`src/rtl/fetch_queue.sv`:
```
// fetch_queue: request/response instruction fetch engine feeding decode through a QDEPTH-entry {pc, insn} queue
module fetch_queue #(
  parameter int DWIDTH = 32,
  parameter int AWIDTH = 32,
  parameter logic [AWIDTH-1:0] BASEADDR = AWIDTH'(32'h0100_0000),
  parameter int QDEPTH = 4
) (
  input  logic              clk,
  input  logic              rst,
  output logic              imem_req_valid_o,
  input  logic              imem_req_ready_i,
  output logic [AWIDTH-1:0] imem_req_addr_o,
  input  logic              imem_rsp_valid_i,
  input  logic [DWIDTH-1:0] imem_rsp_data_i,
  input  logic              redirect_i,
  input  logic [AWIDTH-1:0] redirect_pc_i,
  output logic              insn_valid_o,
  input  logic              insn_ready_i,
  output logic [AWIDTH-1:0] pc_o,
  output logic [DWIDTH-1:0] insn_o
);
  localparam int PW = $clog2(QDEPTH);
  localparam int CW = PW + 1;
  logic [AWIDTH-1:0] fpc, rpc, rd_pc;
  logic [CW-1:0] count, out, drop;
  logic [PW-1:0] hp, tp;
  logic [AWIDTH-1:0] pcq [QDEPTH];
  logic [DWIDTH-1:0] dq [QDEPTH];
  logic fire, push, pop;
  assign rd_pc = redirect_pc_i & ~AWIDTH'(3);
  assign imem_req_valid_o = !rst && !redirect_i && (({1'b0, count} + {1'b0, out}) < (CW+1)'(QDEPTH));
  assign imem_req_addr_o = fpc;
  assign fire = imem_req_valid_o && imem_req_ready_i;
  assign push = !rst && !redirect_i && imem_rsp_valid_i && drop == '0;
  assign insn_valid_o = !rst && count != '0;
  assign pop = insn_valid_o && insn_ready_i;
  assign pc_o = insn_valid_o ? pcq[hp] : '0;
  assign insn_o = insn_valid_o ? dq[hp] : '0;
  // rpc is the PC of the next response that will be queued; dropped responses never advance it
  always_ff @(posedge clk) begin
    if (rst) begin
      fpc <= BASEADDR;
      rpc <= BASEADDR;
      count <= '0;
      out <= '0;
      drop <= '0;
      hp <= '0;
      tp <= '0;
    end else begin
      out <= out + CW'(fire) - CW'(imem_rsp_valid_i);
      if (redirect_i) begin
        fpc <= rd_pc;
        rpc <= rd_pc;
        count <= '0;
        hp <= '0;
        tp <= '0;
        drop <= out - CW'(imem_rsp_valid_i);
      end else begin
        if (fire) fpc <= fpc + AWIDTH'(4);
        if (imem_rsp_valid_i && drop != '0) drop <= drop - CW'(1);
        if (push) begin
          tp <= tp + PW'(1);
          rpc <= rpc + AWIDTH'(4);
        end
        if (pop) hp <= hp + PW'(1);
        count <= count + CW'(push) - CW'(pop);
      end
    end
  end
  always_ff @(posedge clk) begin
    if (push) begin
      pcq[tp] <= rpc;
      dq[tp] <= imem_rsp_data_i;
    end
  end
endmodule

```
`config.mk`:
```
export PLATFORM = sky130hd
export DESIGN_NAME = fetch_queue
export DESIGN_NICKNAME = d
export VERILOG_FILES = /design/src/rtl/fetch_queue.sv
export SDC_FILE = /design/constraint.sdc
export NUM_CORES = 1
export LEC_CHECK = 0
export CAP_MARGIN = 0
export CORE_AREA = 2 2 159 161
export DETAILED_ROUTE_END_ITERATION = 8
export DIE_AREA = 0 0 161 163
export PLACE_DENSITY = 0.89
export SLEW_MARGIN = 15
export SYNTH_ARGS = -nofsm -noshare
export SYNTH_HDL_FRONTEND = slang
export SYNTH_SLANG_ARGS = --single-unit
export TNS_END_PERCENT = 30
```
`constraint.sdc`:
```
create_clock -name clk -period 3.45 [get_ports clk]
set_input_delay 0.345 -clock clk [delete_from_list [all_inputs] [get_ports clk]]
set_output_delay 0.345 -clock clk [all_outputs]
set_load 0.05 [all_outputs]
```
==> flow_summary.toml <==
[finish]
layout.nets = 1156
stdcell_area_mm2 = 0.0167
area_growth_pct = 23.1
drive_above_1_share_pct = 13.6
layout_commonest_cell = "edfxtp_1"
mostFrequentLayoutCells = "edfxtp_1, clkdlybuf4s50_1, dfxtp_1"
antenna_cells = 0

[clock_tree]
cts_resized = 0
cts_tree = "yes"
cts_buffer_depth = 3
clock-sinks = 323
htreeDepth = 1
clock_latency_ns = 0.56
cts_hold_buf = 0
clockRootBuffer = "clkbuf_16"
cts_setup_buffers = 0
cts_buffers = 31
clkSlewWorstSetupHoldPaths_ns = 0.07

[floorplan]
die-area_mm2 = 0.0262
io-pin-count = 168
dieWidth_um = 161
die_h_um = 163
start_util_pct = 55.1
fp.coreArea_mm2 = 0.0247
rows = 58

[sta]
clock.fmax_mhz = 324
worst_slack_ns = 0.367
finalClockSkew_ns = 0.0245
hold_viol = 0
rsz0062_at_grt = "false"
fin_crit_ns = 3.08
slew_viol_final = 0
finalCritPeriodShare_pct = 89.4
relSlewSlack_pct = 50.8
finalSetupViolations = 0
tightest_slew_ns = 0.735
setup-tns-final_ns = 0
holdWs_ns = 0.116

[placed_design]
dpl_worst_slack_ns = 0.576
place_area_mm2 = 0.0156
port_buffers = 161
place_congestion = 0.866
dp_hpwl_um = 18100

[logic_synthesis]
avgSynthCellArea_um2 = 15.0
synth_compound_area_share_pct = 5.30
yosys.area_share.simple_pct = 11.6
ys_seq_area_share_pct = 65.8
synth_top_family_by_area = "simple AND/OR/NAND/NOR gates"
ys_ff_latch = 323
synth-async-reset-ratio_pct = 0
synth_ff_type = "edfxtp_1"
synth.distinct_cells = 67
yosys.area_share.xor_xnor_pct = 2.51
synthMuxAreaShare_pct = 10.5
yosysTopAreaCellShare_pct = 54.8
synthAdderAreaFrac_pct = 1.77
syn_inst = 905
yosysWarningCount = 0
yosysTopAreaCell = "edfxtp_1"
synth_edf_count = 248
synthesis.area_mm2 = 0.0136
netlist_top_cells_area = "edfxtp_1, dfxtp_1, mux4_2"

[setup_path]
reg2reg_depth = 12
start_kind = "register"
endpoint_kind = "output pin"
cp_cell_sequence = "buf_12, mux4_2, and2_1, clkdlybuf4s50_1"
critPathKind = "register to output pin"
cp_data_arrival_time_ns = 2.74
path_max_fanout = 28
r2r_start = "out[2]"
critical-path-slowest-cell = "clkdlybuf4s50_1"
critPathMaxStageDelay_ns = 0.74
required_ns = 3.11

[worst_hold_path]
hp-start = "rst"
holdPathStages = 2
hp-class = "primary input to register"

[pwr]
power.density_mw_per_mm2 = 516
p_leak_nw = 5.49
ir_drop_uv = 405
p_total_mw = 8.63

[detailed_routing]
firstDrtPassIters = 5
num_vias = 8332
wl_per_cell_um = 20.8
top_layer = "met4"
drtIter0Drc = 646
route.detailed.drc = 0
wl_met1_um = 12200
viasPerCell = 5.86
ant_nets = 0
wl_met3_um = 2520
routed_wl_um = 29700
dr_wl_met2_um = 14500

[global_route]
grt.total_usage_pct = 22.8
grt-ovfl-total = 0
antenna_found_initial = 0
grt_pass1_vias = 8332
grt_max_degree = 66
grt_pass1_wl_um = 46500

[flow_run]
drv_cap = 0

[run_status]
outcome = "finished clean"
==> state kept, by name, summed over array words and instances (netlist names), named ones only <==
register	cells
drop	3
pcq	120
hp	2
count	3
rpc	30
tp	2
dq	128
out	3
imem_req_addr_o	30
==> per-stage QoR <==
step	instances	util [%]
2_1_floorplan	908	-
3_3_place_gp	1365	63.4
3_5_place_dp	1365	63.4
4_1_cts	1423	67.8
5_1_grt	1423	67.8
6_report	1423	67.8
==> worst paths after layout <==
check / to / slack, ns
worst max-delay path: pc_o[29] / 0.37
worst min-delay path: rpc[8] / 0.12
worst max register to register: out[2] / 0.78
worst min register to register: tp[0] / 0.52
==> synthesized netlist by cell type, drive strengths merged, types with 25 or more instances <==
master / count
xor2: 26
inv: 28
and2: 68
dfxtp: 75
a21oi: 25
mux4: 62
nand2: 49
edfxtp: 248
nand4: 27
nor2: 39
nand3: 32
clkbuf: 34
==> where the power goes <==
group	total (mW)	internal, mW	switching, mW
sequential	4.41	4.29	0.118
combinational	0.680	0.284	0.396
clock	3.54	2.14	1.40
==> critical path, delay by kind of cell, from the launching register on <==
kind / cells / cell delay [ns]
DFF: 1 / 0.45
muxes: 1 / 0.55
and+or+nand+nor: 1 / 0.17
buffers and inverters: 2 / 1.00
==> cell type report <==
class,instances,area [um2]
Sequential cell,323,8950
Multi-Input combinational cell,507,4340
Clock buffer,39,826
Tap cell,330,413
Inverter,28,105
Timing Repair Buffer,177,1840
Clock inverter,19,254
Fill cell,1664,7950
==> cell families after synthesis <==
| kind of cell | count (synthesis) |
|---|---|
| DFF | 323 |
| muxes | 65 |
| buffers and inverters | 78 |
| AOI/OAI and AO/OA | 107 |
| xor gates and xnor gates | 39 |
| adders and majority gates | 18 |
| and+or+nand+nor | 274 |
| other | 1 |
==> metal layers <==
| layer | vias to the layer above | global-route usage, % |
|---|---|---|
| li1 | 3802 | - |
| met1 | 4078 | 31.5 |
| met2 | 412 | 38.3 |
| met3 | 40 | 4.56 |
| met4 | 0 | 4.30 |
| met5 | - | 0 |
No activity file was read; power rests on OpenSTA's default activity.
==> variant, RTL diff (config.mk and constraints unchanged) <==
The parameter `AWIDTH` goes from 32 to 36.
--- a/src/rtl/fetch_queue.sv
+++ b/src/rtl/fetch_queue.sv
@@ -2,5 +2,5 @@
 module fetch_queue #(
   parameter int DWIDTH = 32,
-  parameter int AWIDTH = 32,
+  parameter int AWIDTH = 36,
   parameter logic [AWIDTH-1:0] BASEADDR = AWIDTH'(32'h0100_0000),
   parameter int QDEPTH = 4
Ports: changed (resized imem_req_addr_o, pc_o and redirect_pc_i); port bits go from 168 to 180. No check against the original RTL was run, so the function may have changed too.
==> variant against the unedited design <==
Final area is 12% higher; clock power up 9.6%; sequential cell count is 24 higher; wire length is 15% higher; synthesized area up 8.4%; first-iteration DRC count is 25% higher; total power grew 9.0%; worst setup slack gained 0.24 ns; critical path type unchanged; largest cell class unchanged.
==> variant: results (changes against the unedited design) <==
1st-iter DRT viols: 806 (was 646)
pin count of the biggest net entering global routing: 69 (was 66)
skew final: 0.0169 ns (was 0.0245 ns)
vias in the first global route: 9164 (was 8332)
Via density: 6.11 (was 5.86)
Wirelength per Cell: 22.4 um (was 20.8 um)
Worst Path Arrival: 2.49 ns (was 2.74 ns)
drt total wl: 34.1 mm (was 29.7 mm)
most instantiated cells after synthesis: 264 x edfxtp_1, 83 x dfxtp_1, 72 x and2_1 (was 248 x edfxtp_1, 75 x dfxtp_1, 68 x and2_1)
Total GRT Usage: 0.262 (was 0.228)
fin nets: 1259 (was 1156)
Post-synth EDFFs: 264 (was 248)
GPL Wtd Cong: 0.883 (was 0.866)
DP Wirelength: 21.2 mm (was 18.1 mm)
Netlist cell types: 66 (was 67)
run status: finished clean (unchanged)
Crit Path Max Fanout: 29 (was 28)
register area share after synthesis: 0.651 (was 0.658)
IO buf count: 173 (was 161)
H-tree level count: 2 (was 1)
max_slew headroom: 0.427 (was 0.508)
Fillers: 1415 (was 1664)
worst-path cell with the longest stage delay: dfxtp_4 (was clkdlybuf4s50_1)
Worst-Skew Late Latency: 0.51 ns (was 0.56 ns)
Placed Cells: 1461 (was 1365)
fraction of layout cells with a size suffix above 1: 0.201 (was 0.136)
syn avg cell area: 14.9 um^2 (was 15.0 um^2)
P_leak: 0.00617 uW (was 0.00549 uW)
biggest regs: pcq x136, dq x128 (was dq x128, pcq x120)
synth top area cells: edfxtp_1 54%, dfxtp_1 11%, mux4_2 10%, and2_1 3.1%, xnor2_1 1.7% (was edfxtp_1 55%, dfxtp_1 11%, mux4_2 10%, and2_1 3.1%, xor2_1 1.7%)
CTS Buf Count: 34 (was 31)
## variant: cell count changes after synthesis, moves of 7 or more
cell,change
nand2_1,-7
a21boi_0,+18
o21a_1,+10
xnor2_1,+16
o21ai_0,+8
dfxtp_1,+8
o21ai_1,-11
edfxtp_1,+16
## variant: through the flow
step           instance area (um^2)  hold slack, ns  setup slack, ns  total power, uW  utilization
2_1_floorplan                 14700           0.444            0.130             5250            -
6_report                      18700           0.472            0.611             9400        0.756
5_1_grt                       18700           0.471            0.494             9660        0.756
3_3_place_gp                  17500           0.480            0.475             5560        0.709
4_1_cts                       18700           0.456            0.566             9460        0.756
3_5_place_dp                  17500           0.500            0.433             5600        0.709
## variant: cell families after synthesis
family / count (synthesis) / synth area share
flip-flops: 347 / 0.651
adder cells (fa/ha/maj): 18 / 0.0163
AO/OA/AOI/OAI: 125 / 0.0573
multiplexers: 71 / 0.105
XOR/XNOR: 53 / 0.0315
buffers and inverters: 85 / 0.0247
AND/OR/NAND/NOR: 287 / 0.114
other: 1 / 0.000255
## variant: layout make-up
| cell class | instances | share of cell area |
|---|---|---|
| inverters | 28 | 0.00563 |
| clock buffers | 43 | 0.0491 |
| well taps | 330 | 0.0221 |
| multi-input cells | 558 | 0.257 |
| flip-flops and latches | 347 | 0.514 |
| clock inverters | 18 | 0.0132 |
| repair buffers | 198 | 0.138 |
## variant: routing by layer
layer / wire length, um / part of all wire / vias to the layer above / GRT usage
met4: 716 / 0.021 / 0 / 0.0706
met5: 0 / 0 / - / 0
met2: 16700 / 0.49 / 485 / 0.432
li1: - / - / 4145 / -
met1: 13900 / 0.41 / 4607 / 0.366
met3: 2800 / 0.082 / 58 / 0.0451
## variant: final timing paths
kind,startpoint,endpoint,cells past startpoint
min,imem_rsp_data_i[27],dq[1][27]$_DFFE_PP_,1
min reg2reg,tp[0]$_SDFFE_PP0N_,tp[0]$_SDFFE_PP0N_,2
max,flop,insn_o[7],4
max reg2reg,drop[0]$_SDFFE_PP0P_,count[2]$_SDFF_PP0_,12
## variant: where the power goes
group	leakage (uW)	internal (uW)	switching, uW
combinational	0.00252	338	439
sequential	0.00309	4610	140
clock	0.000565	2340	1540
total	0.00617	7290	2120
## variant: worst max-delay path: cells and delay by family, from the launching register on
family        cells  cell delay (ns)
simple gates      1             0.21
mux               1             0.56
buf+inv           2             0.43
flops             1             0.75
